<file path="src/rtl/alu_arbiter.sv">
// alu_arbiter: shares one ALU between two requesters with round-robin
// arbitration, a one-entry registered result buffer per port, and the
// architectural condition-code register.
//
// Ports:
//   clk, rst                 clock, synchronous active-high reset
//   req_vld_n / req_rdy_n    request handshake (rdy is the grant)
//   req_a_n, req_b_n         signed operands
//   req_fn_n                 00 add, 01 sub, 10 and, 11 xor
//   req_set_cc_n             latch this op's flags into cc
//   rsp_vld_n / rsp_rdy_n    result handshake
//   rsp_out_n, rsp_cf_n      registered result and flags {ZF,SF,OF}
//   cc                       condition-code register {ZF,SF,OF}

// Combinational ALU. Flags are {ZF, SF, OF}; OF only for add/sub.
module alu #(
  parameter int W = 64
) (
  input  logic [W-1:0] a_i,
  input  logic [W-1:0] b_i,
  input  logic [1:0]   fn_i,
  output logic [W-1:0] out_o,
  output logic [2:0]   cf_o
);
  logic of;

  always_comb begin
    out_o = '0;
    of    = 1'b0;
    unique case (fn_i)
      2'b00: begin
        out_o = a_i + b_i;
        // Operands share a sign and the result sign differs.
        of    = (a_i[W-1] == b_i[W-1]) && (out_o[W-1] != a_i[W-1]);
      end
      2'b01: begin
        out_o = a_i - b_i;
        // Operands differ in sign and the result takes b's sign.
        of    = (a_i[W-1] != b_i[W-1]) && (out_o[W-1] != a_i[W-1]);
      end
      2'b10:   out_o = a_i & b_i;
      default: out_o = a_i ^ b_i;
    endcase
    cf_o = {(out_o == '0), out_o[W-1], of};
  end
endmodule

// One-entry result buffer. A load in the same cycle as a drain wins,
// so the buffer stays full with the new result.
module alu_arbiter_rsp_buf #(
  parameter int W = 64
) (
  input  logic         clk,
  input  logic         rst,
  input  logic         load_i,
  input  logic         drain_i,
  input  logic [W-1:0] out_d_i,
  input  logic [2:0]   cf_d_i,
  output logic         vld_o,
  output logic [W-1:0] out_o,
  output logic [2:0]   cf_o
);
  logic         vld_q, vld_d;
  logic [W-1:0] out_q, out_d;
  logic [2:0]   cf_q,  cf_d;

  always_comb begin
    vld_d = vld_q;
    out_d = out_q;
    cf_d  = cf_q;
    if (load_i) begin
      vld_d = 1'b1;
      out_d = out_d_i;
      cf_d  = cf_d_i;
    end else if (drain_i) begin
      vld_d = 1'b0;
    end
  end

  always_ff @(posedge clk) begin
    if (rst) begin
      vld_q <= 1'b0;
      out_q <= '0;
      cf_q  <= '0;
    end else begin
      vld_q <= vld_d;
      out_q <= out_d;
      cf_q  <= cf_d;
    end
  end

  assign vld_o = vld_q;
  assign out_o = out_q;
  assign cf_o  = cf_q;
endmodule

module alu_arbiter #(
  parameter int W = 64
) (
  input  logic         clk,
  input  logic         rst,
  input  logic         req_vld_0,
  input  logic         req_vld_1,
  output logic         req_rdy_0,
  output logic         req_rdy_1,
  input  logic [W-1:0] req_a_0,
  input  logic [W-1:0] req_a_1,
  input  logic [W-1:0] req_b_0,
  input  logic [W-1:0] req_b_1,
  input  logic [1:0]   req_fn_0,
  input  logic [1:0]   req_fn_1,
  input  logic         req_set_cc_0,
  input  logic         req_set_cc_1,
  output logic         rsp_vld_0,
  output logic         rsp_vld_1,
  input  logic         rsp_rdy_0,
  input  logic         rsp_rdy_1,
  output logic [W-1:0] rsp_out_0,
  output logic [W-1:0] rsp_out_1,
  output logic [2:0]   rsp_cf_0,
  output logic [2:0]   rsp_cf_1,
  output logic [2:0]   cc
);
  localparam int NP = 2;

  logic [NP-1:0]        req_vld, req_set_cc, rsp_rdy, rsp_vld, elig, gnt;
  logic [NP-1:0][W-1:0] req_a, req_b, rsp_out;
  logic [NP-1:0][1:0]   req_fn;
  logic [NP-1:0][2:0]   rsp_cf;

  logic         ptr_q, ptr_d;
  logic [2:0]   cc_q, cc_d;
  logic         sel;
  logic [W-1:0] alu_out;
  logic [2:0]   alu_cf;

  assign req_vld    = {req_vld_1, req_vld_0};
  assign req_set_cc = {req_set_cc_1, req_set_cc_0};
  assign rsp_rdy    = {rsp_rdy_1, rsp_rdy_0};
  assign req_a      = {req_a_1, req_a_0};
  assign req_b      = {req_b_1, req_b_0};
  assign req_fn     = {req_fn_1, req_fn_0};

  // A full buffer that drains this cycle can take a new result.
  assign elig = req_vld & (~rsp_vld | rsp_rdy);

  always_comb begin
    gnt = '0;
    if (!rst) begin
      if (&elig) gnt[ptr_q] = 1'b1;
      else       gnt        = elig;
    end
  end

  assign req_rdy_0 = gnt[0];
  assign req_rdy_1 = gnt[1];

  // Port 0 drives the ALU whenever port 1 is not granted.
  assign sel = gnt[1];

  alu #(.W(W)) u_alu (
    .a_i   (req_a[sel]),
    .b_i   (req_b[sel]),
    .fn_i  (req_fn[sel]),
    .out_o (alu_out),
    .cf_o  (alu_cf)
  );

  always_comb begin
    ptr_d = ptr_q;
    cc_d  = cc_q;
    if (|gnt) begin
      ptr_d = ~sel;
      if (req_set_cc[sel]) cc_d = alu_cf;
    end
  end

  always_ff @(posedge clk) begin
    if (rst) begin
      ptr_q <= 1'b0;
      cc_q  <= '0;
    end else begin
      ptr_q <= ptr_d;
      cc_q  <= cc_d;
    end
  end

  for (genvar n = 0; n < NP; n++) begin : g_buf
    alu_arbiter_rsp_buf #(.W(W)) u_buf (
      .clk     (clk),
      .rst     (rst),
      .load_i  (gnt[n]),
      .drain_i (rsp_vld[n] & rsp_rdy[n]),
      .out_d_i (alu_out),
      .cf_d_i  (alu_cf),
      .vld_o   (rsp_vld[n]),
      .out_o   (rsp_out[n]),
      .cf_o    (rsp_cf[n])
    );
  end

  assign rsp_vld_0 = rsp_vld[0];
  assign rsp_vld_1 = rsp_vld[1];
  assign rsp_out_0 = rsp_out[0];
  assign rsp_out_1 = rsp_out[1];
  assign rsp_cf_0  = rsp_cf[0];
  assign rsp_cf_1  = rsp_cf[1];
  assign cc        = cc_q;
endmodule

</file>
<file path="config.mk">
export PLATFORM = sky130hd
export DESIGN_NAME = alu_arbiter
export DESIGN_NICKNAME = d
export VERILOG_FILES = /design/src/rtl/alu_arbiter.sv
export SDC_FILE = /design/constraint.sdc
export NUM_CORES = 1
export LEC_CHECK = 0
export BUFFER_PORTS_ARGS = -buffer_cell sky130_fd_sc_hd__buf_4
export CORE_UTILIZATION = 34
export CTS_BUF_LIST = sky130_fd_sc_hd__clkbuf_8
export DETAILED_ROUTE_END_ITERATION = 10
export SLEW_MARGIN = 20
export SYNTH_ARGS = -nofsm -noshare
export SYNTH_HDL_FRONTEND = slang
export SYNTH_HIERARCHICAL = 1
export SYNTH_SLANG_ARGS = --single-unit
</file>
<file path="constraint.sdc">
create_clock -name clk -period 12.4 [get_ports clk]
set_input_delay 1.24 -clock clk [delete_from_list [all_inputs] [get_ports clk]]
set_output_delay 1.24 -clock clk [all_outputs]
set_load 0.05 [all_outputs]
</file>
==> results.py <==
metrics = {
    "outcome": {
        "status": "finished, final reports clean",
    },
    "finish": {
        "drive_gt1_frac": 0.241,
        "fin_nets": 3016,
        "post-route-util": 0.411,
        "regArea_um2": 2800,
        "synthToLayoutAreaGrowth_pct": 19.6,
        "multi_input_area_um2": 13800,
        "diodes": 0,
        "fill_cells": 5464,
    },
    "drt": {
        "num_vias": 19900,
        "drtPass1Iterations": 6,
        "drcViolationCount": 0,
        "wl_per_cell_um": 24.1,
        "ant_nets": 0,
        "drt-initial-drc-count": 2125,
        "routed_wl_mm": 80.0,
        "vias_per_cell": 5.99,
    },
    "logic_synthesis": {
        "syn_inst": 2335,
        "ys_ff_latch": 140,
        "synth_most_common_cell": "nor2_1",
        "synth_top_area_share": 0.155,
        "synth-main-ff-cell": "dfxtp_1",
        "synth_top_cell_by_area": "dfxtp_1",
        "synth_nets": 2733,
        "ys_seq_area_frac": 0.155,
        "yosysUniqueCellTypes": 94,
        "syn_avg_cell_area_um2": 7.73,
        "async_flop_share": 0,
        "synth_top_cells_by_area": "dfxtp_1 (16%), ha_1 (8.9%), mux2i_1 (8.7%)",
        "synth_edf_count": 0,
        "synth_common_cells": "nor2_1 (271), a21oi_1 (159), mux2i_1 (156), inv_1 (144), dfxtp_1 (140)",
        "yosysWarnings": 6,
        "syn_area_um2": 18000,
    },
    "worst_hold_path": {
        "min-delay-start": "cc[0]$_SDFFE_PP0P_",
        "min_path_type": "flip-flop to flip-flop",
    },
    "timing": {
        "tns_ns": 0,
        "post-route-min-period_ns": 8.11,
        "worst_pin_slew_ns": 1.14,
        "drv_slew": 0,
        "setup_viol_count_final": 0,
        "finalClockSkew_ns": 0.0111,
        "rsz0062_at_grt": "false",
        "max_freq_mhz": 123,
        "min_period_over_period": 0.654,
        "whs_ns": 0.479,
        "fin_ws_ns": 4.29,
        "hold_viol_final": 0,
        "slew_headroom": 0.234,
    },
    "grt": {
        "grt_pass1_vias": 18700,
        "grt_max_degree": 108,
        "grt_pass1_wl_mm": 118,
        "antenna_found_initial": 0,
        "grt_use_total": 0.286,
        "overflow": 0,
    },
    "run": {
        "maxCapViolCount": 0,
    },
    "placement": {
        "post-place-ws_ns": 3.94,
        "place.gp.congestion": 0.994,
        "hpwl_mm": 62.7,
        "place.port_buffers": 408,
    },
    "clock_network": {
        "clk_latency_ns": 0.47,
        "cts_setup_buffers": 0,
        "cts-root-buf": "clkbuf_8",
        "cts_hold_buf": 0,
        "cts_sinks": 140,
        "clockBufferDepth": 2,
        "cts_resized": 0,
        "htree_levels": 4,
        "cts_tree": "yes",
        "clkTransAtPathRegs_ns": 0.08,
        "cts_buffers": 17,
    },
    "power_and_ir_drop": {
        "power_density_nw_per_um2": 109,
        "leakagePower_nw": 9.36,
        "fin_total_pwr_w": 0.00235,
        "vdd_drop_max_uv": 96.4,
    },
    "floorplanning": {
        "fp.dieH_um": 232,
        "design.core.area_um2": 52600,
        "ios": 409,
        "die_w_um": 232,
        "fp.dieArea_um2": 54000,
        "start_util": 0.343,
        "row_count": 84,
    },
    "critical_path": {
        "rrSetupSlack_ns": 4.96,
        "critPathKind": "input pin to flip-flop",
        "crit_arrival_ns": 8.52,
        "r2r_end": "g_buf[1].u_buf/cf_o[2]$_SDFFE_PP0P_",
        "cp.required_ns": 12.81,
        "cp-end-kind": "flip-flop",
        "worstSetupStartpoint": "rst",
        "crit_path_cell_trace": "buf_4 > and4b_4 > buf_12 > mux2_2 > ha_1 > inv_1 > nand4_1 > a211oi_1 > nor3_1 > o221ai_1 > a21oi_1 > mux2i_1 > a211o_1 > nor4_1 > nor3b_1 > or4bb_1 > nor4_2 > mux2i_1 > nor2_1",
        "rr_startpoint": "g_buf[0].u_buf/vld_o$_SDFFE_PP0P_",
        "r2r_cells": 20,
        "crit_path_start_kind": "input pin",
        "slowest_delay_ns": 0.75,
        "crit_top_cell": "mux2i_1",
        "crit_slowest_cell": "ha_1",
        "cp_max_fo": 107,
        "worstSetupEndpoint": "g_buf[1].u_buf/cf_o[2]$_SDFFE_PP0P_",
    },
}
worst min path at each step:
stage,endpoint,slack [ns],cells past startpoint
floorplan,ptr_q$_SDFFE_PP0P_,0.46,1
global placement,cc[1]$_SDFFE_PP0P_,0.46,2
detailed placement,cc[0]$_SDFFE_PP0P_,0.47,2
CTS,cc[0]$_SDFFE_PP0P_,0.48,2
global route,cc[0]$_SDFFE_PP0P_,0.51,2
finish,cc[0]$_SDFFE_PP0P_,0.48,2
worst max-delay path: cells and delay by family:
family | cells | cell delay, ns
buffers and inverters | 3 | 1.07
and+or+nand+nor | 8 | 3.11
muxes | 3 | 0.73
AOI/OAI and AO/OA | 4 | 1.37
adders and majority gates | 1 | 0.75
state kept, by name, indices dropped and copies added, names as in the netlist:
| signal | cells |
|---|---|
| g_buf.u_buf/cf_o | 6 |
| ptr_q | 1 |
| cc | 3 |
| g_buf.u_buf/out_o | 128 |
| g_buf.u_buf/vld_o | 2 |
area by class of cell:
cell class / instances / area share
Sequential cell: 140 / 0.130
Timing Repair Buffer: 426 / 0.149
Multi-Input combinational cell: 1885 / 0.637
Clock buffer: 19 / 0.0121
Clock inverter: 12 / 0.00690
Inverter: 148 / 0.0257
Tap cell: 688 / 0.0399
cell families (layout without fill, tap and decap cells):
| kind of cell | count (synthesis) | after routing | share of synthesized area |
|---|---|---|---|
| adder cells (fa/ha/maj) | 130 | 130 | 0.0910 |
| flip-flops | 140 | 140 | 0.155 |
| XOR/XNOR | 24 | 24 | 0.0116 |
| AO/OA/AOI/OAI | 673 | 673 | 0.260 |
| buffers and inverters | 310 | 605 | 0.0837 |
| AND/OR/NAND/NOR | 764 | 764 | 0.207 |
| multiplexers | 294 | 294 | 0.192 |
per-stage QoR:
step	cell area, um^2	instances
2_1_floorplan	18000	2335
3_3_place_gp	21200	3286
3_5_place_dp	21200	3286
4_1_cts	21600	3317
5_1_grt	21600	3318
6_report	21600	3318
layout by cell type (no fill, tap or decap), drive strengths merged, types with 16 or more instances in the layout:
cell type and instances:
o211ai 36, mux2i 156, and3 16, buf 425
inv 147, and2 16, o21a 22, or3 19
a31oi 22, o21ai 96, o21bai 25, clkbuf 20
a21o 46, nor3 71, xnor2 22, o31ai 38
nand2 134, mux2 137, nor4 39, nor2b 20
dfxtp 140, ha 128, a21oi 161, nand2b 33
nand3 49, a211oi 40, nor2 271, nand4 36
per-layer routing:
layer | global-route usage | up-vias | routed length, um
met5 | 0 | - | 0
met4 | 0.0742 | 0 | 1770
met3 | 0.0805 | 110 | 8250
met2 | 0.430 | 1028 | 34100
met1 | 0.397 | 9502 | 35900
li1 | - | 9221 | -
power breakdown:
part           switching (W)  internal (W)
registers          0.0000213      0.000484
logic               0.000964      0.000494
clock network       0.000181      0.000207
Note: power is estimated with default switching activity, not from simulation.
